$ cat config.mk
export PLATFORM = sky130hd
export DESIGN_NAME = aes_scan_test_ctrl_flat
export DESIGN_NICKNAME = d
export VERILOG_FILES = /design/src/rtl/aes_scan_test_ctrl_if.sv /design/src/rtl/aes_scan_test_ctrl.sv /design/src/flat_wrapper.sv
export SDC_FILE = /design/constraint.sdc
export NUM_CORES = 1
export LEC_CHECK = 0
export BUFFER_PORTS_ARGS = -buffer_cell sky130_fd_sc_hd__buf_2
export CAP_MARGIN = 10
export CORE_MARGIN = 1.5
export CORE_UTILIZATION = 40
export CTS_CLUSTER_SIZE = 8
export DETAILED_ROUTE_END_ITERATION = 16
export SLEW_MARGIN = 20
export SYNTH_ARGS = -nofsm -noshare
export SYNTH_HDL_FRONTEND = slang
export SYNTH_SLANG_ARGS = --single-unit
$ cat constraint.sdc
create_clock -name CLK -period 3.2 [get_ports CLK]
set_input_delay 0.16 -clock CLK [delete_from_list [all_inputs] [get_ports CLK]]
set_output_delay 0.16 -clock CLK [all_outputs]
set_load 0.03 [all_outputs]
$ cat src/rtl/aes_scan_test_ctrl_if.sv
// Scan/handshake bundle between the test sequencer (master) and the external AES core (slave).
interface aes_scan_test_ctrl_if;
  logic SO, BSY;
  logic Krdy1, Drdy1, RSTn1, EN1, SU1, SI1, SE1, SCLK;

  modport master (input SO, BSY,
                  output Krdy1, Drdy1, RSTn1, EN1, SU1, SI1, SE1, SCLK);
  modport slave  (output SO, BSY,
                  input Krdy1, Drdy1, RSTn1, EN1, SU1, SI1, SE1, SCLK);
endinterface

$ cat src/rtl/aes_scan_test_ctrl.sv
// Scan-based AES core test sequencer: load key/pt, wait, unload ct, compare, drive LEDs.
// Define BSY_TIMEOUT_EN to abort to a fail result when BSY waits exceed BSY_TIMEOUT cycles.
module aes_scan_test_ctrl #(
  parameter int SCLK_HALF   = 1,
  parameter int RST_CYCLES  = 8,
  parameter int BSY_TIMEOUT = 1024
) (
  input  logic                        CLK,
  input  logic                        reset1,
  input  logic                        start1,
  input  logic                        input2,
  aes_scan_test_ctrl_if.master        core,
  output logic                        led1,
  output logic                        led2
);
  localparam logic [127:0] KEY0 = 128'h000102030405060708090a0b0c0d0e0f;
  localparam logic [127:0] PT0  = 128'h00112233445566778899aabbccddeeff;
  localparam logic [127:0] CT0  = 128'h69c4e0d86a7b0430d8cdb78070b4c55a;
  localparam logic [127:0] KEY1 = 128'h2b7e151628aed2a6abf7158809cf4f3c;
  localparam logic [127:0] PT1  = 128'h3243f6a8885a308d313198a2e0370734;
  localparam logic [127:0] CT1  = 128'h3925841d02dc09fbdc118597196a0b32;

  localparam int HW    = $clog2(SCLK_HALF + 1);
  localparam int CNT_W = $clog2(BSY_TIMEOUT + RST_CYCLES + 17);
  localparam logic [HW-1:0]    HALF_M1 = HW'(SCLK_HALF - 1);
  localparam logic [CNT_W-1:0] RST_M1  = CNT_W'(RST_CYCLES - 1);
  localparam logic [CNT_W-1:0] ENC_M1  = CNT_W'(15);
`ifdef BSY_TIMEOUT_EN
  localparam logic [CNT_W-1:0] TO_M1   = CNT_W'(BSY_TIMEOUT - 1);
`endif

  typedef enum logic [3:0] {
    IDLE, RST_CORE, LOAD_KEY, KEY_UPD, WAIT_KEY, LOAD_DATA,
    DATA_UPD, WAIT_ENC, CAPTURE, UNLOAD, CHECK, DONE
  } state_t;

  state_t           state;
  logic             armed, sel, seen_bsy;
  logic [CNT_W-1:0] cnt;
  logic [HW-1:0]    hcnt;
  logic [6:0]       bit_cnt;
  logic [127:0]     sh, res;
  logic [127:0]     key_v, pt_v, ct_v;
  logic             half_end, bit_end, last_bit;

  assign key_v    = sel ? KEY1 : KEY0;
  assign pt_v     = sel ? PT1  : PT0;
  assign ct_v     = sel ? CT1  : CT0;
  assign half_end = (hcnt == HALF_M1);
  assign bit_end  = half_end && core.SCLK;
  assign last_bit = (bit_cnt == 7'd127);

  always_ff @(posedge CLK) begin
    if (reset1) begin
      state      <= IDLE;
      armed      <= 1'b1;
      sel        <= 1'b0;
      seen_bsy   <= 1'b0;
      cnt        <= '0;
      hcnt       <= '0;
      bit_cnt    <= '0;
      sh         <= '0;
      res        <= '0;
      core.RSTn1 <= 1'b1;
      core.Krdy1 <= 1'b0;
      core.Drdy1 <= 1'b0;
      core.EN1   <= 1'b0;
      core.SU1   <= 1'b0;
      core.SI1   <= 1'b0;
      core.SE1   <= 1'b0;
      core.SCLK  <= 1'b0;
      led1       <= 1'b0;
      led2       <= 1'b0;
    end else begin
      case (state)
        IDLE: if (start1 && armed) begin
          sel        <= input2;
          led1       <= 1'b0;
          led2       <= 1'b0;
          cnt        <= '0;
          core.RSTn1 <= 1'b0;
          core.EN1   <= 1'b1;
          state      <= RST_CORE;
        end
        RST_CORE: begin
          cnt <= cnt + CNT_W'(1);
          if (cnt == RST_M1) begin
            core.RSTn1 <= 1'b1;
            core.SE1   <= 1'b1;
            core.SI1   <= key_v[127];
            sh         <= key_v;
            hcnt       <= '0;
            bit_cnt    <= '0;
            state      <= LOAD_KEY;
          end
        end
        // Shared bit engine: SCLK low then high for SCLK_HALF cycles each; SI
        // advances on the falling transition so it is stable across the rise.
        LOAD_KEY, LOAD_DATA, CAPTURE, UNLOAD: begin
          hcnt <= half_end ? '0 : hcnt + HW'(1);
          if (half_end) core.SCLK <= ~core.SCLK;
          if (half_end && !core.SCLK && state == UNLOAD) res <= {res[126:0], core.SO};
          if (bit_end) begin
            sh       <= {sh[126:0], 1'b0};
            core.SI1 <= sh[126];
            bit_cnt  <= bit_cnt + 7'd1;
          end
          if (bit_end && (last_bit || state == CAPTURE)) begin
            bit_cnt  <= '0;
            core.SE1 <= 1'b0;
            core.SI1 <= 1'b0;
            case (state)
              LOAD_KEY: begin
                core.SU1   <= 1'b1;
                core.Krdy1 <= 1'b1;
                state      <= KEY_UPD;
              end
              LOAD_DATA: begin
                core.SU1   <= 1'b1;
                core.Drdy1 <= 1'b1;
                state      <= DATA_UPD;
              end
              CAPTURE: begin
                core.SE1 <= 1'b1;
                sh       <= '0;
                state    <= UNLOAD;
              end
              default: state <= CHECK;
            endcase
          end
        end
        KEY_UPD, DATA_UPD: begin
          core.SU1   <= 1'b0;
          core.Krdy1 <= 1'b0;
          core.Drdy1 <= 1'b0;
          cnt        <= '0;
          seen_bsy   <= 1'b0;
          state      <= (state == KEY_UPD) ? WAIT_KEY : WAIT_ENC;
        end
        WAIT_KEY: begin
          cnt <= cnt + CNT_W'(1);
          if (!core.BSY) begin
            core.SE1 <= 1'b1;
            core.SI1 <= pt_v[127];
            sh       <= pt_v;
            hcnt     <= '0;
            bit_cnt  <= '0;
            state    <= LOAD_DATA;
          end
`ifdef BSY_TIMEOUT_EN
          else if (cnt == TO_M1) begin
            led1     <= 1'b0;
            led2     <= 1'b1;
            core.EN1 <= 1'b0;
            armed    <= 1'b0;
            state    <= DONE;
          end
`endif
        end
        // A core that finishes before BSY is ever observed is accepted after 16 idle cycles.
        WAIT_ENC: begin
          cnt <= cnt + CNT_W'(1);
          if (core.BSY) seen_bsy <= 1'b1;
          if (!core.BSY && (seen_bsy || cnt >= ENC_M1)) begin
            hcnt  <= '0;
            state <= CAPTURE;
          end
`ifdef BSY_TIMEOUT_EN
          else if (cnt == TO_M1) begin
            led1     <= 1'b0;
            led2     <= 1'b1;
            core.EN1 <= 1'b0;
            armed    <= 1'b0;
            state    <= DONE;
          end
`endif
        end
        CHECK: begin
          led1     <= (res == ct_v);
          led2     <= (res != ct_v);
          core.EN1 <= 1'b0;
          armed    <= 1'b0;
          state    <= DONE;
        end
        DONE: if (!start1) begin
          armed <= 1'b1;
          state <= IDLE;
        end
        default: state <= IDLE;
      endcase
    end
  end
endmodule

$ cat src/flat_wrapper.sv
// flat-port wrapper written by rule: the top's interface ports become plain ports
module aes_scan_test_ctrl_flat 
#(
  parameter int SCLK_HALF   = 1,
  parameter int RST_CYCLES  = 8,
  parameter int BSY_TIMEOUT = 1024
)
  (CLK, reset1, start1, input2, led1, led2, core_SO, core_BSY, core_Krdy1, core_Drdy1, core_RSTn1, core_EN1, core_SU1, core_SI1, core_SE1, core_SCLK);
  aes_scan_test_ctrl_if core_i ();
  input  logic CLK;
  input  logic reset1;
  input  logic start1;
  input  logic input2;
  output logic led1;
  output logic led2;
  input wire logic [$bits(core_i.SO)-1:0] core_SO;
  input wire logic [$bits(core_i.BSY)-1:0] core_BSY;
  output wire logic [$bits(core_i.Krdy1)-1:0] core_Krdy1;
  output wire logic [$bits(core_i.Drdy1)-1:0] core_Drdy1;
  output wire logic [$bits(core_i.RSTn1)-1:0] core_RSTn1;
  output wire logic [$bits(core_i.EN1)-1:0] core_EN1;
  output wire logic [$bits(core_i.SU1)-1:0] core_SU1;
  output wire logic [$bits(core_i.SI1)-1:0] core_SI1;
  output wire logic [$bits(core_i.SE1)-1:0] core_SE1;
  output wire logic [$bits(core_i.SCLK)-1:0] core_SCLK;
  assign core_i.SO = core_SO;
  assign core_i.BSY = core_BSY;
  assign core_Krdy1 = core_i.Krdy1;
  assign core_Drdy1 = core_i.Drdy1;
  assign core_RSTn1 = core_i.RSTn1;
  assign core_EN1 = core_i.EN1;
  assign core_SU1 = core_i.SU1;
  assign core_SI1 = core_i.SI1;
  assign core_SE1 = core_i.SE1;
  assign core_SCLK = core_i.SCLK;
  aes_scan_test_ctrl #(.SCLK_HALF(SCLK_HALF), .RST_CYCLES(RST_CYCLES), .BSY_TIMEOUT(BSY_TIMEOUT)) u_core (.CLK(CLK), .reset1(reset1), .start1(start1), .input2(input2), .core(core_i), .led1(led1), .led2(led2));
endmodule
== Word-level counts from Yosys, hierarchy flattened ==
Index checks and enable logic that the tools add are counted.

* Register bits after elaboration: 292
* Bits of input ports: 6
* Output and inout bits: 10
* Word-level logic and storage cells: 149

* Add/subtract/negate cells: 3
* Order comparisons: 1
* Equality and inequality tests: 26
* Multiplexer cells: 59
* Bitwise gates (word level): 2
* Reductions and logical operators: 39

{| class="wikitable"
|+ Operators with widths
! operator !! count
|-
| 128-bit 2-to-1 mux || 5
|-
| 128-bit case mux with 3 select lines || 1
|-
| 126-bit 2-to-1 mux || 2
|-
| 128-bit equality test || 1
|-
| 128-bit inequality test || 1
|-
| 127-bit 2-to-1 mux || 1
|-
| 11-bit case mux with 3 select lines || 1
|-
| 4-bit case mux with 8 select lines || 1
|-
| 7-bit 2-to-1 mux || 4
|-
| 4-bit 2-to-1 mux || 6
|-
| 1-bit 2-to-1 mux || 22
|-
| 7-bit case mux with 3 select lines || 1
|-
| 1-bit case mux with 2 select lines || 9
|-
| 4-bit by 3-bit equality test with 1-bit output, second input constant || 4
|-
| 4-bit equality test, second input constant || 4
|-
| 3-bit AND reduction || 5
|-
| 2-bit AND reduction || 7
|-
| 2-bit by 1-bit inequality test with 1-bit output, second input constant || 6
|-
| 4-bit case mux with 3 select lines || 1
|-
| 4-bit AND reduction || 3
|-
| 11-bit by 1-bit adder with 11-bit output, second input constant || 1
|-
| 11-bit by 3-bit equality test with 1-bit output, second input constant || 1
|-
| 11-bit by 4-bit greater-or-equal comparator with 1-bit output, second input constant || 1
|-
| 11-bit 2-to-1 mux || 1
|-
| other kinds (22) || 41
|}

== Logic depth before layout (Yosys ltp) ==
Gate-level depths: netlist (run 1).

* Word-level depth: 6
* Depth in mapped cells: 9
* Mapped depth without buffers: 6

== Worst setup path before layout (run 1) ==
OpenSTA, ideal clock, no wires.

* Path kind: flip-flop to flip-flop
* Start point: reg u_core.cnt[6]
* End point: reg u_core.sh[117]
* Library setup time: 0.145 ns
* Arrival time: 2.201 ns
* Required time: 3.055 ns
* Path slack: 0.854 ns
* Stages on the path, launching flop included: 8
* Path buffers: 2
* Clock period less this slack: 2.346 ns
* Cells stage by stage: dfxtp_1 > or4_4 > o31a_1 > a211o_1 > buf_6 > nor3_4 > buf_6 > a221oi_2

* Cells in the longest elaborated chain, start to end: 3

{| class="wikitable"
|+ RTL lines
! element !! RTL line !! text
|-
| from (decl) || aes_scan_test_ctrl.sv:39 || <nowiki>logic [CNT_W-1:0] cnt;</nowiki>
|-
| from (signal assigned) || aes_scan_test_ctrl.sv:86 || <nowiki>cnt <= cnt + CNT_W'(1);</nowiki>
|-
| from (signal assigned) || aes_scan_test_ctrl.sv:141 || <nowiki>cnt <= cnt + CNT_W'(1);</nowiki>
|-
| from (signal assigned) || aes_scan_test_ctrl.sv:162 || <nowiki>cnt <= cnt + CNT_W'(1);</nowiki>
|-
| 11-bit by 3-bit equality test with 1-bit output || aes_scan_test_ctrl.sv:87 || <nowiki>if (cnt == RST_M1) begin</nowiki>
|-
| 2-bit by 1-bit inequality test with 1-bit output (no source line) || n/a ||
|-
| 3-bit AND reduction (no source line) || n/a ||
|-
| to (signal assigned) || aes_scan_test_ctrl.sv:91 || <nowiki>sh <= key_v;</nowiki>
|-
| to (signal assigned) || aes_scan_test_ctrl.sv:104 || <nowiki>sh <= {sh[126:0], 1'b0};</nowiki>
|-
| to (signal assigned) || aes_scan_test_ctrl.sv:145 || <nowiki>sh <= pt_v;</nowiki>
|-
| to (decl) || aes_scan_test_ctrl.sv:42 || <nowiki>logic [127:0] sh, res;</nowiki>
|}

Every way passes these cells.
A chain may end at the register's enable or synchronous reset.

== Worst setup path after layout (run 1) ==
* Start point: reg u_core.cnt[6]
* End point: reg u_core.sh[79]

Same word-level chain as after synthesis.

==> out/metrics.yaml, run 1 <==
routing:
  routed_via_density: 5.51
  drc: 0
  drt-initial-drc-count: 795
  dr.pass1.iters: 5
  drt_wl_total_mm: 31.1
  antenna_left: 0
  wl_per_cell_um: 16.1
  vias: 10600
sta:
  fin_crit_ns: 3.00
  final.setup.tns_ns: 0
  slew_viol_final: 0
  fin_hold_ws_ns: 0.0373
  hold_viol: 0
  worstMarginPinSlew_ns: 1.10
  finClkSkew_ns: 0.0186
  maxSlewHeadroom: 0.263
  timing.fmax_mhz: 333
  finalCritPeriodShare: 0.938
  setup-violations-final: 0
  rsz0062_at_grt: "false"
synth:
  syn_inst: 1557
  syn_area_um2: 12800
  synthTopCellsByArea: "dfxtp_1 (45%), nand2_1 (11%), a21oi_1 (6.7%)"
  synth_top_flop_cell: "dfxtp_1"
  synth-async-reset-ratio: 0
  ys_ff_latch: 290
  syn_area_per_cell_um2: 8.25
  ys_types: 74
  synth_edf_count: 0
  yosys.area.top_type_share: 0.452
  ys_warn_count: 0
  yosysTopAreaCell: "dfxtp_1"
  syn_nets: 1565
  synth_seq_area_share: 0.452
grt:
  grt_pass1_wl_mm: 51.8
  gr-usage-all-layers: 0.186
  antenna_found_initial: 0
  grt_overflow: 0
  first_global_vias: 9871
  grt_max_degree: 129
die:
  start_util: 0.407
  die_area_um2: 33200
  io_pins: 16
  die-width_um: 182
  rows: 65
  die_y_um: 182
  fp.coreArea_um2: 31600
worst_setup_path:
  crit_fanout: 18
  worstPathArrival_ns: 3.34
  end_kind: "flop"
  required_ns: 3.54
  path_class: "reg -> reg"
  crit_path_start_kind: "flop"
finish:
  drive_gt1_frac: 0.124
  nNetsFinal: 1531
  syn_to_final_growth_pct: 12.2
  diodes: 0
  fillers: 3089
  postLayoutCellArea_um2: 14400
  final_util: 0.457
flow_run:
  cap_violations: 0
power:
  ir_worst_vdd_uv: 711
  total_power_w: 0.0126
  p_leak_nw: 4.66
  power-per-cell-area_nw_per_um2: 873
place:
  place_area_um2: 13200
  finalWeightedCongestion: 0.765
  place_hpwl_mm: 18.4
  portBuffers: 15
clock_tree:
  cts-root-buf: "clkbuf_16"
  h-tree-depth: 2
  post_cts_buffers: 0
  clock_sinks: 290
  cts_tree: "done"
  numCtsBuffers: 42
  clk_pin_slew_ns: 0.05
  cts_max_path_buffers: 3
  clock_latency_ns: 0.52
worst_hold_path:
  hold_class: "in -> reg"
outcome:
  status: "finished, final reports clean"
## sequential cells by signal, summed over array words and instances (netlist names), 4 cells and up
signal / count
u_core.bit_cnt: 7
u_core.sh: 127
u_core.res: 128
u_core.state: 4
u_core.cnt: 11
## path summary, 6_finish.rpt
| check | from | end | slack [ns] | cells after the start |
|---|---|---|---|---|
| max | u_core.cnt[6]$_SDFFE_PP0P_ | u_core.sh[79]$_SDFFE_PP0P_ | 0.20 | 5 |
| min reg2reg | u_core.sh[124]$_SDFFE_PP0P_ | u_core.sh[124]$_SDFFE_PP0P_ | 0.46 | 2 |
| max reg2reg | u_core.cnt[6]$_SDFFE_PP0P_ | u_core.sh[79]$_SDFFE_PP0P_ | 0.20 | 5 |
| min | start1 | u_core.armed$_SDFFE_PP1P_ | 0.04 | 4 |
## final cells by class
| class | count | area [µm²] | share of cell area |
|---|---|---|---|
| clock buffers | 45 | 1080 | 0.0752 |
| inverters | 38 | 143 | 0.00990 |
| clock inverters | 3 | 62.6 | 0.00434 |
| well taps | 402 | 503 | 0.0349 |
| repair buffers | 49 | 419 | 0.0291 |
| flip-flops and latches | 290 | 5810 | 0.403 |
| multi-input cells | 1102 | 6390 | 0.443 |
## cell families after synthesis
family | count (synthesis) | share of synthesized area
and+or+nand+nor | 642 | 0.231
AOI/OAI and AO/OA | 377 | 0.193
DFF | 290 | 0.452
buffers and inverters | 165 | 0.0536
muxes | 68 | 0.0592
xor gates and xnor gates | 13 | 0.00887
adders and majority gates | 2 | 0.00195
## through the flow
step / setup slack [ns] / cells
2_1_floorplan: 0.854 / 1557
3_3_place_gp: 0.211 / 1879
3_5_place_dp: 0.170 / 1879
4_1_cts: 0.194 / 1929
5_1_grt: 0.0891 / 1929
6_report: 0.197 / 1929
## critical path, stage by stage, from the launching register on
cell and delay [ns]:
dfxtp_1 0.34, or4_4 0.56, o31a_1 0.37, a211o_1 0.40, nor3_4 0.93, a221oi_1 0.23
## synth_stat cells (3+ instances only)
cell type    n
mux2_2      64
a221oi_1    20
nor4b_1     13
o21ai_2      3
xor2_1      10
xnor2_1      3
nand2b_1     7
or4_1        7
o21a_1      11
nand2_1    374
o21ai_0     24
a211oi_1    88
nand4_1     22
buf_1        7
a21oi_1    173
nand3_1     18
nor4bb_1    11
a221oi_2    10
and3_1       6
buf_2       22
buf_4        7
nor2b_1      8
a31oi_1      5
nor2_1      99
inv_1       38
or3_1        3
dfxtp_1    290
clkbuf_1    89
nand3b_1     5
nor3_1      27
o22ai_1      7
and2_1       7
a2bb2oi_1    7
mux2i_1      4
a2111oi_0    4
nand4b_1     8
nor4_1       8
## metal layers
| layer | GRT usage | vias up | share of wire |
|---|---|---|---|
| met5 | 0 | - | 0 |
| met4 | 0.0374 | 0 | 0.014 |
| met3 | 0.0287 | 36 | 0.035 |
| met2 | 0.309 | 138 | 0.47 |
| met1 | 0.256 | 5089 | 0.48 |
| li1 | - | 5368 | - |
## power breakdown
part	switching, W	total (W)	internal [W]	leakage [nW]
clock network	0.00152	0.00396	0.00244	0.560
registers	0.000360	0.00447	0.00411	2.35
logic	0.00267	0.00415	0.00148	1.75
total	0.00455	0.0126	0.00803	4.66
## repair_timing
action                    in CTS  in global routing
hold buffers                   2                  0
gates resized for setup        0                  0
hold endpoints to repair       2                  0
## cell usage in the layout (no fill, tap or decap), types with 4 or more instances in the layout
cell,n
a2111oi_0,4
a211oi_1,88
a21oi_1,173
a221oi_1,20
a221oi_2,10
a2bb2oi_1,7
a31oi_1,5
and2_1,7
and3_1,6
buf_12,6
buf_2,14
buf_4,26
clkbuf_16,43
dfxtp_1,289
inv_1,38
mux2_2,64
mux2i_1,4
nand2_1,374
nand2b_1,7
nand3_1,16
nand3b_1,5
nand4_1,22
nand4b_1,8
nor2_1,98
nor2b_1,8
nor3_1,27
nor4_1,8
nor4b_1,13
nor4bb_1,11
o21a_1,11
o21ai_0,24
o22ai_1,7
or4_1,7
xor2_1,10
No activity file was read; power rests on OpenSTA's default activity.
==> run 2, diff against run 1 <==
- ABC_AREA: default -> 1
==> run 2 against run 1 <==
  * Setup slack gained 0.55 ns
  * Via count increased by 12%
  * Cell count up 16%
  * Sequential share of layout area is 0.47 points lower
  * Count of clock-buffer cells in the layout up 1
  * Utilization rose by 0.18 points
  * Critical path depth increased by 4
  * Non-clock buffer count down 7
  * Critical endpoint is now u_core.sh[106]$_SDFFE_PP0P_
  * Largest power group is now combinational logic
  * Highest routed layer unchanged
==> out/metrics.yaml, run 2 <==
finish:
  diodes: 0  # unchanged
  final_cell_mix: "dfxtp_1 (289), o21ai_0 (274), a21oi_1 (267), nor2_1 (260), nand2_1 (255)"
  drive_gt1_frac: 0.0828  # -0.0416
  layout_commonest_cell: "dfxtp_1"
  top_register: "u_core.res"
  largest_register_ffs: 128  # unchanged
  final_cells: 2247  # +16%
  nNetsFinal: 1815  # +19%
  syn_to_final_growth_pct: 11.8
  top_regs: "u_core.res (128), u_core.sh (127), u_core.cnt (11)"
sta:
  setup-violations-final: 0  # unchanged
  maxSlewHeadroom: 0.440  # +0.177
  finalCritPeriodShare: 0.767  # -0.172
  slew_viol_final: 0  # unchanged
  setup_ws_ns: 0.747  # +0.550 ns
  hold_viol: 0  # unchanged
  timing.fmax_mhz: 408  # +22%
  rsz0062_at_grt: "false"
  final.setup.tns_ns: 0  # unchanged
  fin_crit_ns: 2.45  # -0.550 ns
  worstMarginPinSlew_ns: 0.839  # -0.262 ns
  finClkSkew_ns: 0.0260  # +0.00735 ns
power:
  p_sw_frac: 0.407  # +0.0451
  power.switching_w: 0.00571  # +26%
  p_leak_nw: 5.77  # +24%
  ir_worst_vdd_uv: 696  # -2.2%
  clockPowerShare: 0.283  # -0.032
  power.share.sequential: 0.346  # -0.009
  internal_power_w: 0.00834  # +3.8%
  total_power_w: 0.0140  # +12%
  power-per-cell-area_nw_per_um2: 964  # +10%
  comb_power_share: 0.371  # +0.041
worst_setup_path:
  r2r_setup_slack_ns: 0.75  # +0.55 ns
  cpPeakStageDelay_ns: 0.55  # -0.38 ns
  worstPathArrival_ns: 2.81  # -0.53 ns
  cpMaxStageDelayCell: "nor2_4"
  crit_end: "u_core.sh[106]$_SDFFE_PP0P_"
  reg2reg_to: "u_core.sh[106]$_SDFFE_PP0P_"
  cp_top_family: "simple AND/OR/NAND/NOR gates"
  reg2reg_depth: 9  # +4
  r2r-start: "u_core.state[0]$_SDFFE_PP0P_"
  crit_path_start_kind: "flop"
  cp_num_cells: 9  # +4
  worstPathCellList: "nor2_2, nand2_2, clkinv_1, nand2_1, nand2_1, nor2_4, nand2_2, nor2_4, a21oi_1"
  end_kind: "flop"
  required_ns: 3.55  # about the same
  crit_fanout: 17  # -1
  cp.buffers_inverters: 1  # +1
  crit_path_start: "u_core.state[0]$_SDFFE_PP0P_"
  path_class: "reg -> reg"
synth:
  ys_warn_count: 0  # unchanged
  yosys.area.top_type_share: 0.445  # -0.00681
  synth.most_common_cell: "dfxtp_1"
  yosys.area_share.adder: 0.00192  # -0.0000294
  yosysTopAreaCell: "dfxtp_1"
  synth_compound_area_frac: 0.256  # +0.0632
  synth_seq_area_share: 0.445  # -0.00681
  synthTopCellsByArea: "dfxtp_1 (45%), o21ai_0 (11%), a21oi_1 (10%)"
  synth_top_flop_cell: "dfxtp_1"
  synth-simple-area-share: 0.209  # -0.0220
  synth-async-reset-ratio: 0  # unchanged
  syn_nets: 1851  # +18%
  synth_top_family_by_area: "compound AO/OA/AOI/OAI gates"
  syn_area_um2: 13000  # +1.5%
  syn_area_per_cell_um2: 7.07  # -14%
  synth.area.mux_share: 0.00154  # -0.0577
  synth_common_cells: "dfxtp_1 (290), o21ai_0 (274), a21oi_1 (267)"
  synth_xor_area_frac: 0.000672  # -0.00820
  synth_edf_count: 0  # unchanged
  syn_inst: 1843  # +18%
  ys_types: 32  # -57%
  ys_ff_latch: 290  # unchanged
die:
  fp.coreArea_um2: 31800  # +0.77%
  start_util: 0.410  # +0.00306
  rows: 65  # unchanged
  io_pins: 16  # unchanged
  die-width_um: 184  # +0.75%
  die_area_um2: 33700  # +1.5%
  die_y_um: 184  # +0.75%
routing:
  drc: 0  # unchanged
  dr.pass1.iters: 5  # unchanged
  routed_via_density: 5.28  # -4.1%
  drt-initial-drc-count: 936  # +18%
  wl_per_cell_um: 14.7  # -9.1%
  vias: 11900  # +12%
  antenna_left: 0  # unchanged
  drt_wl_total_mm: 33.0  # +5.9%
clock_tree:
  h-tree-depth: 2  # unchanged
  clock_sinks: 290  # unchanged
  cts_tree: "done"
  cts-root-buf: "clkbuf_16"
  clk_pin_slew_ns: 0.05  # about the same
  numCtsBuffers: 42  # unchanged
  cts_max_path_buffers: 3  # unchanged
  clock_latency_ns: 0.53  # about the same
flow_run:
  cap_violations: 0  # unchanged
place:
  placedCellCount: 2194  # +17%
  place_hpwl_mm: 19.4  # +5.2%
  finalWeightedCongestion: 0.855  # +12%
  pre_cts_slack_ns: 0.792  # +0.622 ns
  portBuffers: 15  # unchanged
grt:
  gr-usage-all-layers: 0.197  # +0.0115
  grt_max_degree: 161  # +25%
  antenna_found_initial: 0  # unchanged
  grt_pass1_wl_mm: 55.6  # +7.3%
  first_global_vias: 11200  # +13%
  grt_overflow: 0  # unchanged
outcome:
  status: "finished, final reports clean"
worst_hold_path:
  hold_class: "in -> reg"
  hold_depth: 4  # unchanged
## run 2: cell types whose count changed in the layout (fill, tap and decap cells not counted), sizes merged, moves of 81 or more
cell	previous run	this run
inv	38	150
nand2	375	267
o211ai	1	82
o21ai	28	275
a21oi	175	267
nor2	100	274
a211oi	89	0
## run 2: area by class of cell
cell class / count / area (µm²)
clock buffer: 46 / 1090
clock inverter: 3 / 62.6
fill: 3239 / 17200
inverter: 151 / 572
multi-input combinational: 1280 / 6130
sequential: 290 / 5810
tap: 435 / 544
timing repair buffer: 42 / 375
## run 2: per-stage QoR
stage               utilization  area [µm²]  hold WS (ns)
floorplan                     -       13000         0.265
global placement          0.421       13400         0.412
detailed placement        0.421       13400         0.421
CTS                       0.458       14600         0.161
global route              0.458       14600         0.184
finish                    0.458       14600         0.170
## run 2: how the worst min path moves through the flow
stage,from,endpoint,slack (ns)
floorplan,start1,u_core.armed$_SDFFE_PP1P_,0.27
global placement,start1,u_core.armed$_SDFFE_PP1P_,0.41
detailed placement,start1,u_core.armed$_SDFFE_PP1P_,0.42
CTS,reset1,u_core.led2$_SDFFE_PP0P_,0.16
global route,reset1,u_core.led2$_SDFFE_PP0P_,0.18
finish,reset1,u_core.led2$_SDFFE_PP0P_,0.17
## run 2: power by group through the flow
stage	clock network [W]	registers, W	logic [W]
6_report	0.00397	0.00487	0.00521
5_1_grt	0.00422	0.00496	0.00586
4_1_cts	0.00407	0.00486	0.00520
3_5_place_dp	0	0.00492	0.00517
3_3_place_gp	0	0.00490	0.00512
2_1_floorplan	0	0.00483	0.00390
## run 2: what timing repair did
item	4_1_cts	5_1_grt
hold buffers	4	0
endpoints found under the hold margin	4	0
resized for setup	0	0
setup buffers	0	0
## run 2: cells by family after synthesis
| family | Yosys count |
|---|---|
| mux | 2 |
| xor+xnor | 1 |
| flops | 290 |
| compound gates | 626 |
| buf+inv | 273 |
| fa+ha+maj | 2 |
| simple gates | 649 |
## run 2: routing by layer
layer,wire [µm],up-vias,part of all wire,track usage
met5,0,-,0,0
met4,819,0,0.025,0.0603
met3,1530,67,0.046,0.0271
met2,14800,257,0.45,0.315
met1,15800,5499,0.48,0.276
li1,-,6048,-,-
## run 2: worst register-to-register path, cell delays in order (launching register included)
cell	delay, ns
dfxtp_1	0.47
nor2_2	0.13
nand2_2	0.24
clkinv_1	0.21
nand2_1	0.12
nand2_1	0.11
nor2_4	0.19
nand2_2	0.12
nor2_4	0.55
a21oi_1	0.14
